`src/rtl/mem_stage_ctrl_pkg.sv`:
```
// mem_stage_ctrl_pkg: FSM encodings, latency defaults and lane
// bundle types shared by the MEM-stage controller and hazard unit.
package mem_stage_ctrl_pkg;

  typedef enum logic [1:0] {
    IDLE   = 2'd0,
    REFILL = 2'd1,
    REPLAY = 2'd2
  } mem_state_t;

  localparam int MISS_LAT_DEF = 8;
  localparam int WB_PEN_DEF   = 4;
  localparam int CNT_W_DEF    = 5;

  typedef struct packed {
    logic        v;
    logic        we;
    logic [31:0] addr;
    logic [31:0] wd;
  } mem_lane_t;

  typedef struct packed {
    logic        v;
    logic        we;
    logic [29:0] wa;
  } hz_lane_t;

  function automatic logic [31:0] sat_add(
    input logic [31:0] a,
    input logic [1:0]  b
  );
    logic [32:0] s;
    s = {1'b0, a} + {31'd0, b};
    return s[32] ? 32'hFFFF_FFFF : s[31:0];
  endfunction

endpackage

```
`src/rtl/mem_stage_ctrl_hazard_chk.sv`:
```
// mem_hazard_chk: combinational intra-bundle hazard detection
// on word address (store-store suppress, store-load forward).
module mem_hazard_chk
  import mem_stage_ctrl_pkg::*;
(
  input  hz_lane_t l0,
  input  hz_lane_t l1,
  output logic     same_word,
  output logic     ss_sup,
  output logic     sl_fwd
);

  // Compare word addresses and classify the lane pair
  always_comb begin
    same_word = (l0.wa == l1.wa);
    ss_sup    = 1'b0;
    sl_fwd    = 1'b0;
    if (l0.v && l1.v && same_word) begin
      ss_sup = l0.we && l1.we;
      sl_fwd = l0.we && !l1.we;
    end
  end

endmodule

```
`src/rtl/mem_stage_ctrl.sv`:
```
// mem_stage_ctrl: dual-lane load/store control with refill FSM.
// Optional perf counters enabled by MEMCTRL_PERF_EN.
module mem_stage_ctrl
  import mem_stage_ctrl_pkg::*;
#(
  parameter int MISS_LAT = MISS_LAT_DEF,
  parameter int WB_PEN   = WB_PEN_DEF,
  parameter int CNT_W    = CNT_W_DEF
) (
  input  logic        clk,
  input  logic        reset,
  input  logic        req_v0,
  input  logic        req_we0,
  input  logic [31:0] req_addr0,
  input  logic [31:0] req_wd0,
  input  logic        req_v1,
  input  logic        req_we1,
  input  logic [31:0] req_addr1,
  input  logic [31:0] req_wd1,
  output logic        c_re,
  output logic        c_re2,
  output logic        c_we,
  output logic        c_we2,
  output logic [31:0] c_addr,
  output logic [31:0] c_addr2,
  output logic [31:0] c_wd,
  output logic [31:0] c_wd2,
  input  logic        c_hit,
  input  logic        c_hit2,
  input  logic        c_miss,
  input  logic        c_miss2,
  input  logic        c_dirty,
  input  logic [31:0] c_rd,
  input  logic [31:0] c_rd2,
  output logic        stall,
  output logic        ld_v0,
  output logic        ld_v1,
  output logic [31:0] ld_data0,
  output logic [31:0] ld_data1
`ifdef MEMCTRL_PERF_EN
  ,
  output logic [31:0] perf_hits,
  output logic [31:0] perf_misses,
  output logic [31:0] perf_stalls
`endif
);

  mem_state_t       state, nstate;
  logic [CNT_W-1:0] cnt;
  mem_lane_t        r0, r1, h0, h1, a0, a1;
  hz_lane_t         hz0, hz1;
  logic             same_word, ss_sup, sl_fwd;
  logic             issue, m0, m1, any_miss;
  logic             done, load_cnt;
  logic             ld0_go, ld1_go;

  assign r0 = {req_v0, req_we0, req_addr0, req_wd0};
  assign r1 = {req_v1, req_we1, req_addr1, req_wd1};

  assign a0 = (state == REPLAY) ? h0 : r0;
  assign a1 = (state == REPLAY) ? h1 : r1;

  assign hz0 = {a0.v, a0.we, a0.addr[31:2]};
  assign hz1 = {a1.v, a1.we, a1.addr[31:2]};

  mem_hazard_chk u_hz (
    .l0        (hz0),
    .l1        (hz1),
    .same_word (same_word),
    .ss_sup    (ss_sup),
    .sl_fwd    (sl_fwd)
  );

  // Forward and suppress only ever fire on a same-word pair
  always_comb begin
    assert (same_word || !(ss_sup || sl_fwd));
  end

  assign issue = !reset && (state != REFILL);

  assign c_re    = issue && a0.v && !a0.we;
  assign c_we    = issue && a0.v && a0.we && !ss_sup;
  assign c_re2   = issue && a1.v && !a1.we && !sl_fwd;
  assign c_we2   = issue && a1.v && a1.we;
  assign c_addr  = issue ? a0.addr : '0;
  assign c_addr2 = issue ? a1.addr : '0;
  assign c_wd    = issue ? a0.wd : '0;
  assign c_wd2   = issue ? a1.wd : '0;

  // A lane is resolved only on a positive hit
  assign m0 = a0.v && !ss_sup && (c_miss || !c_hit);
  assign m1 = a1.v && !sl_fwd && (c_miss2 || !c_hit2);
  assign any_miss = issue && (m0 || m1);

  // Next-state, stall and completion decode
  always_comb begin
    nstate   = state;
    stall    = 1'b0;
    done     = 1'b0;
    load_cnt = 1'b0;
    unique case (state)
      IDLE: begin
        if (any_miss) begin
          stall    = 1'b1;
          load_cnt = 1'b1;
          nstate   = REFILL;
        end else begin
          done = 1'b1;
        end
      end
      REFILL: begin
        stall = 1'b1;
        if (cnt == CNT_W'(1)) nstate = REPLAY;
      end
      REPLAY: begin
        stall = 1'b1;
        if (any_miss) begin
          load_cnt = 1'b1;
          nstate   = REFILL;
        end else begin
          done   = 1'b1;
          nstate = IDLE;
        end
      end
      default: nstate = IDLE;
    endcase
    if (reset) stall = 1'b0;
  end

  // State register
  always_ff @(posedge clk) begin
    if (reset) state <= IDLE;
    else       state <= nstate;
  end

  // Refill countdown, longer when the victim must be written back
  always_ff @(posedge clk) begin
    if (reset) begin
      cnt <= '0;
    end else if (load_cnt) begin
      cnt <= c_dirty ? CNT_W'(MISS_LAT + WB_PEN)
                     : CNT_W'(MISS_LAT);
    end else if (state == REFILL) begin
      cnt <= cnt - CNT_W'(1);
    end
  end

  // Capture the missing bundle for replay
  always_ff @(posedge clk) begin
    if (reset) begin
      h0 <= '0;
      h1 <= '0;
    end else if (state == IDLE && load_cnt) begin
      h0 <= r0;
      h1 <= r1;
    end
  end

  assign ld0_go = done && a0.v && !a0.we;
  assign ld1_go = done && a1.v && !a1.we;

  // Register completed loads for WB
  always_ff @(posedge clk) begin
    if (reset) begin
      ld_v0    <= 1'b0;
      ld_v1    <= 1'b0;
      ld_data0 <= '0;
      ld_data1 <= '0;
    end else begin
      ld_v0 <= ld0_go;
      ld_v1 <= ld1_go;
      if (ld0_go) ld_data0 <= c_rd;
      if (ld1_go) begin
        unique case (1'b1)
          sl_fwd:  ld_data1 <= a0.wd;
          default: ld_data1 <= c_rd2;
        endcase
      end
    end
  end

`ifdef MEMCTRL_PERF_EN
  logic hit0, hit1;

  assign hit0 = issue && a0.v && !ss_sup && !m0;
  assign hit1 = issue && a1.v && !sl_fwd && !m1;

  // Saturating hit, miss and stall-cycle counters
  always_ff @(posedge clk) begin
    if (reset) begin
      perf_hits   <= '0;
      perf_misses <= '0;
      perf_stalls <= '0;
    end else begin
      if (done)
        perf_hits <= sat_add(perf_hits,
                             {1'b0, hit0} + {1'b0, hit1});
      if (load_cnt)
        perf_misses <= sat_add(perf_misses,
                               {1'b0, m0} + {1'b0, m1});
      if (stall)
        perf_stalls <= sat_add(perf_stalls, 2'd1);
    end
  end
`endif

endmodule

```
`config.mk`:
```
export PLATFORM = sky130hd
export DESIGN_NAME = mem_stage_ctrl
export DESIGN_NICKNAME = d
export VERILOG_FILES = /design/src/rtl/mem_stage_ctrl_pkg.sv /design/src/rtl/mem_stage_ctrl_hazard_chk.sv /design/src/rtl/mem_stage_ctrl.sv
export SDC_FILE = /design/constraint.sdc
export NUM_CORES = 1
export LEC_CHECK = 0
export CAP_MARGIN = 5
export CORE_ASPECT_RATIO = 0.5
export CORE_MARGIN = 5
export CORE_UTILIZATION = 51
export DETAILED_ROUTE_END_ITERATION = 10
export DONT_BUFFER_PORTS = 1
export PLACE_DENSITY = 0.66
export RECOVER_POWER = 50
export SYNTH_ARGS = -nofsm -noshare
export SYNTH_HDL_FRONTEND = slang
export SYNTH_SLANG_ARGS = --single-unit
```
`constraint.sdc`:
```
create_clock -name clk -period 4.7 [get_ports clk]
set_clock_uncertainty 0.2 [all_clocks]
set_input_delay 0.94 -clock clk [delete_from_list [all_inputs] [get_ports clk]]
set_output_delay 0.94 -clock clk [all_outputs]
set_load 0.005 [all_outputs]
```
After elaboration in Yosys (flattened, before gate mapping)
Cells that the tools add are included.
W data, S select, Z words.

cells by class
  $add $sub $neg = 1
  equal/unequal tests = 7
  muxes and demuxes = 22
  reduce and logical (&&, ||, !) cells = 38

operators with widths
  kind                   number
  $mux W32               5
  $mux W66               2
  $eq A30 B30 Y1         1
  $logic_and A1 B1 Y1    23
  $mux W5                2
  $mux W1                8
  $logic_not A1 Y1       7
  $pmux W2 S3            1
  $eq A5 B1 Y1 const B   1
  $sub A5 B1 Y5 const B  1
  $mux W2                2
  $ne A2 B2 Y1 const B   2
  $reduce_or A2 Y1       2
  $logic_or A1 B1 Y1     3
  $mux W3                1
  $eq A2 B1 Y1 const B   1
  $eq A2 B2 Y1 const B   1
  $logic_not A2 Y1       1
  $ne A2 B1 Y1 const B   1
  $pmux W1 S2            1
  $reduce_and A2 Y1      1
  $reduce_bool A2 Y1     1

word-level totals
  register bits = 205
  bits of input ports = 203
  output and inout bits = 199
  logic and storage cells = 82

Depth between registers and ports, before layout
  word-level depth = 14
  mapped depth = 14
  gate-level depth less buffers = 10

Hierarchy
From an unflattened synthesis, not the netlist that was laid out.

second synthesis, totals
  cells, all modules = 1267
  area, all modules = 10139.7 sq um

modules (own cells, without submodules)
  module          instances  cells an instance  area each (sq um)  seq. area each (sq um)
  mem_stage_ctrl  1          1220               9783.1             4103.9
  mem_hazard_chk  1          47                 356.6              0.0

Worst setup path after synthesis
No wires, ideal clock.

  path type = input-to-output
  start = input port req_addr1[5]
  end = output port stall
  data arrival time = 2.815 ns
  data required time = 3.560 ns
  slack = 0.745 ns
  stages on the path = 11
  buffers on the path = 3
  cell sequence = inv_1 > o221ai_1 > o22ai_1 > or2_2 > nand4_1 > o21ai_1 > a221o_1 > buf_4 > buf_12 > buf_12 > a211oi_1

on the way
  cells in the longest elaborated chain, start to end = 12
  elaborated cells between the ends (all ways) = 16
  classes of those cells = eq/ne: 1; mux: 6; reduce/logical: 9

ends and longest elaborated chain
  what                                                         RTL line                                    text
  from (decl)                                                  mem_stage_ctrl.sv:18                        input logic [31:0] req_addr1,
  $mux W66 *                                                   mem_stage_ctrl.sv:61                        assign a1 = (state == REPLAY) ? h1 : r1;
  $eq A30 B30 Y1 *                                             mem_stage_ctrl_hazard_chk.sv:15             same_word = (l0.wa == l1.wa);
  $logic_and A1 B1 Y1 *                                        mem_stage_ctrl_hazard_chk.sv:18             if (l0.v && l1.v && same_word) begin
  $mux W1                                                      mem_stage_ctrl_hazard_chk.sv:18
  $logic_not A1 Y1, on equally long branches                   mem_stage_ctrl.sv:91, mem_stage_ctrl.sv:92
  $logic_and A1 B1 Y1, on equally long branches (2 in series)  mem_stage_ctrl.sv:91, mem_stage_ctrl.sv:92
  $logic_or A1 B1 Y1 *                                         mem_stage_ctrl.sv:93                        assign any_miss = issue && (m0 || m1);
  $logic_and A1 B1 Y1 *                                        mem_stage_ctrl.sv:93
  $mux W1 *                                                    mem_stage_ctrl.sv:103                       if (any_miss) begin
  $pmux W1 S2 *                                                mem_stage_ctrl.sv:101                       unique case (state)
  $mux W1 *                                                    mem_stage_ctrl.sv:127                       if (reset) stall = 1'b0;
  to (decl)                                                    mem_stage_ctrl.sv:35                        output logic stall,

Mark *: on every way between the ends. The rest lies on a longest branch, timed or not.

Worst setup path after layout
  start = register state[0]
  end = output port stall

on the way
  cells in the longest elaborated chain, start to end = 13
  elaborated cells between the ends (all ways) = 27
  classes of those cells = eq/ne: 4; mux: 7; reduce/logical: 16

ends and longest elaborated chain
  what                                                         RTL line                                                           text
  from (decl)                                                  mem_stage_ctrl.sv:48                                               mem_state_t state, nstate;
  from (signal assigned)                                       mem_stage_ctrl.sv:133                                              else state <= nstate;
  $eq A2 B2 Y1                                                 mem_stage_ctrl.sv:60, mem_stage_ctrl.sv:61, mem_stage_ctrl.sv:101
  $mux W66, on equally long branches                           mem_stage_ctrl.sv:60, mem_stage_ctrl.sv:61
  $eq A30 B30 Y1 (tied with other cells)                       mem_stage_ctrl_hazard_chk.sv:15
  $logic_and A1 B1 Y1, on equally long branches                mem_stage_ctrl_hazard_chk.sv:18, mem_stage_ctrl_hazard_chk.sv:20
  $mux W1                                                      mem_stage_ctrl_hazard_chk.sv:18
  $logic_not A1 Y1, on equally long branches                   mem_stage_ctrl.sv:91, mem_stage_ctrl.sv:92
  $logic_and A1 B1 Y1, on equally long branches (2 in series)  mem_stage_ctrl.sv:91, mem_stage_ctrl.sv:92
  $logic_or A1 B1 Y1                                           mem_stage_ctrl.sv:93
  $logic_and A1 B1 Y1                                          mem_stage_ctrl.sv:93
  $mux W1                                                      mem_stage_ctrl.sv:103
  $pmux W1 S2 *                                                mem_stage_ctrl.sv:101
  $mux W1 *                                                    mem_stage_ctrl.sv:127

Marked as above.

==> results.yml <==
min_path:
  min_path_type: "reg2reg"
floorplanning:
  initial_core_util_pct: 51.4
  fp.dieW_um: 223
  fp.dieH_um: 117
  die_area_sq_um: 26100
  io_pins: 402
  core_region_area_sq_um: 22600
  rows: 39
routing:
  vias_per_cell: 5.90
  wirelength_um: 34800
  drc: 0
  first_pass_iters: 5
  vias: 9087
  post_drt_wl_per_cell_um: 22.6
  ant_nets: 0
  drtIter0Drc: 740
grt:
  grt.overflow.total: 0
  grt_pass1_vias: 8907
  antenna_found_initial: 3
  grt_max_degree: 194
  gr-usage-all-layers_pct: 24.7
  grt_pass1_wl_um: 51700
finish:
  final_util_pct: 54.5
  area_delta_synth_final_pct: 5.91
  drive_above_1_share_pct: 14.9
  layout.nets: 1426
timing:
  final.period_utilization_pct: 97.7
  slew_violations: 0
  hold_viol_final: 0
  tightestPinTransition_ns: 1.48
  max_slew_margin_pct: 1.65
  fmaxAchievable_mhz: 218
  setup_viol: 0
  rsz0062_at_grt: "no"
  tns_ns: 0
  fin_crit_ns: 4.59
  whs_ns: 0.280
setup_path:
  cp_slowest_cell: "a211oi_1"
  path_buf_inv: 2
  crit_path_start_kind: "flop"
  worstPathArrival_ns: 3.45
  crit_fanout: 20
  crit_path_cell_trace: "inv_1 -> ha_4 -> buf_4 -> mux2_2 -> and2_1 -> nand4b_1 -> o21ai_1 -> a221o_4 -> a211oi_1"
  crit_required_ns: 3.56
  path_class: "reg2out"
  critPathTopFamily: "compound AO/OA/AOI/OAI gates"
  max_stage_delay_ns: 0.48
  cp-end-kind: "primary output"
logic_synthesis:
  yosys.cell_types.count: 60
  synth_top_area_share_pct: 35.3
  yosysSeqAreaShare_pct: 35.3
  synth_top_flop_cell: "dfxtp_1"
  yosysWarnings: 0
  synth_edf_count: 0
  synth_area_sq_um: 11600
  synth-seq-cells: 205
  async_flop_share_pct: 0
  avgSynthCellArea_sq_um: 9.07
  ys_top_cells_by_area: "dfxtp_1 35%, mux2i_1 12%, mux2_4 7.2%"
  yosysTopAreaCell: "dfxtp_1"
  syn_nets: 1490
  synth_cells: 1281
clock_tree:
  cts_num_sinks: 205
  cts_made_buffers: 20
  tritoncts: "yes"
  htreeDepth: 1
  cts.reportedPaths.clkPinSlew_ns: 0.07
  cts_buffer_depth: 3
  clock_latency_ns: 0.51
  ctsRootBufferMaster: "clkbuf_16"
  ctsHoldBuffers: 0
power:
  p_total_mw: 6.75
  p_leak_nw: 4.69
  max-vdd-ir-drop_mv: 0.310
  powerDensity_nw_per_um2: 549
place:
  globalplace.congestion: 0.878
  hpwlAfterDp_um: 24500
  io_buffers: 0
outcome:
  status: "finished, final reports clean"
flow_run:
  maxCapViolations: 0
[registers in the layout, summed over array words and instances, names as in the netlist]
signal	count
cnt	5
h0	66
h1	66
ld_data0	32
ld_data1	32
ld_v0	1
ld_v1	1
state	2
[power breakdown]
part	internal (mW)	switching, mW	total (mW)
clock	1.01	0.719	1.73
sequential	2.27	0.386	2.66
combinational	1.16	1.21	2.36
total	4.44	2.31	6.75
[final timing paths]
check,from,to,slack [ns],cells after the start
setup reg to reg,state[0]$_SDFFE_PP0P_,h0[56]$_SDFFE_PP0P_,0.64,12
hold reg to reg,ld_data0[6]$_SDFFE_PP0P_,ld_data0[6]$_SDFFE_PP0P_,0.28,2
setup / recovery,state[0]$_SDFFE_PP0P_,stall,0.11,9
hold / removal,ld_data0[6]$_SDFFE_PP0P_,ld_data0[6]$_SDFFE_PP0P_,0.28,2
[cells by family after synthesis]
kind of cell,share of synthesized area [%]
and+or+nand+nor,17.3
DFF,35.3
AOI/OAI and AO/OA,11.8
muxes,26.0
xor gates and xnor gates,3.09
buffers and inverters,5.98
adders and majority gates,0.646
[synthesized netlist by cell type, types with 4 or more instances]
master,number
dfxtp_1,205
mux2i_1,143
nor2_1,138
nor2b_1,118
nand2_1,88
clkbuf_1,69
a21oi_1,67
mux2_2,66
mux2_4,56
nor3_1,38
inv_1,35
o21ai_0,33
a21boi_0,32
o211ai_1,32
xnor2_1,31
buf_2,11
xor2_1,10
buf_4,8
nand4_1,8
buf_12,7
o221ai_1,7
buf_1,6
ha_1,6
o22ai_1,5
and2_1,4
nand2b_1,4
o2111ai_1,4
[through the flow]
step                      cell area [sq um]  std cells  setup slack [ns]
after global placement                11600       1502             0.614
after CTS                             12300       1538            0.0264
final                                 12300       1540             0.107
after floorplan                       11600       1281             0.745
after global routing                  12300       1539           0.00918
after detailed placement              11600       1502             0.551
[timing repair]
action / CTS / global route
resized for setup: 0 / 1
buffers inserted: 0 / 0
hold endpoints to repair: 0 / 0
setup endpoints to repair: 0 / 1
[layout by cell type (no fill, tap or decap), drive strengths merged, types with 36 or more instances in the layout]
cell type	instances
nor2b	118
dfxtp	205
nand2	89
a21oi	67
mux2	122
nor3	38
nor2	139
o21ai	36
inv	36
mux2i	143
[metal layers]
metal,global-route usage (%),vias to the layer above,share of wire (%)
li1,-,4283,-
met5,0,-,0.020
met2,42.1,340,48
met4,7.67,2,3.1
met3,8.19,70,8.3
met1,30.0,4392,40
[cell type report]
| cell class | count | area (sq um) |
|---|---|---|
| well taps | 307 | 384 |
| multi-input cells | 937 | 6840 |
| clock buffers | 28 | 602 |
| repair buffers | 17 | 139 |
| inverters | 36 | 135 |
| flip-flops and latches | 205 | 4100 |
| diodes | 2 | 5.00 |
| fillers | 2059 | 10300 |
| clock inverters | 8 | 95.1 |
[worst reg2reg max path, cell delays in order, from the launching register on]
cell,delay [ns]
dfxtp_1,0.39
inv_1,0.11
ha_4,0.27
buf_4,0.26
a221oi_1,0.38
nand3_1,0.13
o41ai_1,0.09
buf_4,0.20
nand4b_1,0.25
nor2_2,0.26
a221o_4,0.22
buf_12,0.64
mux2_2,0.55
(Power assumes the default switching activity.)
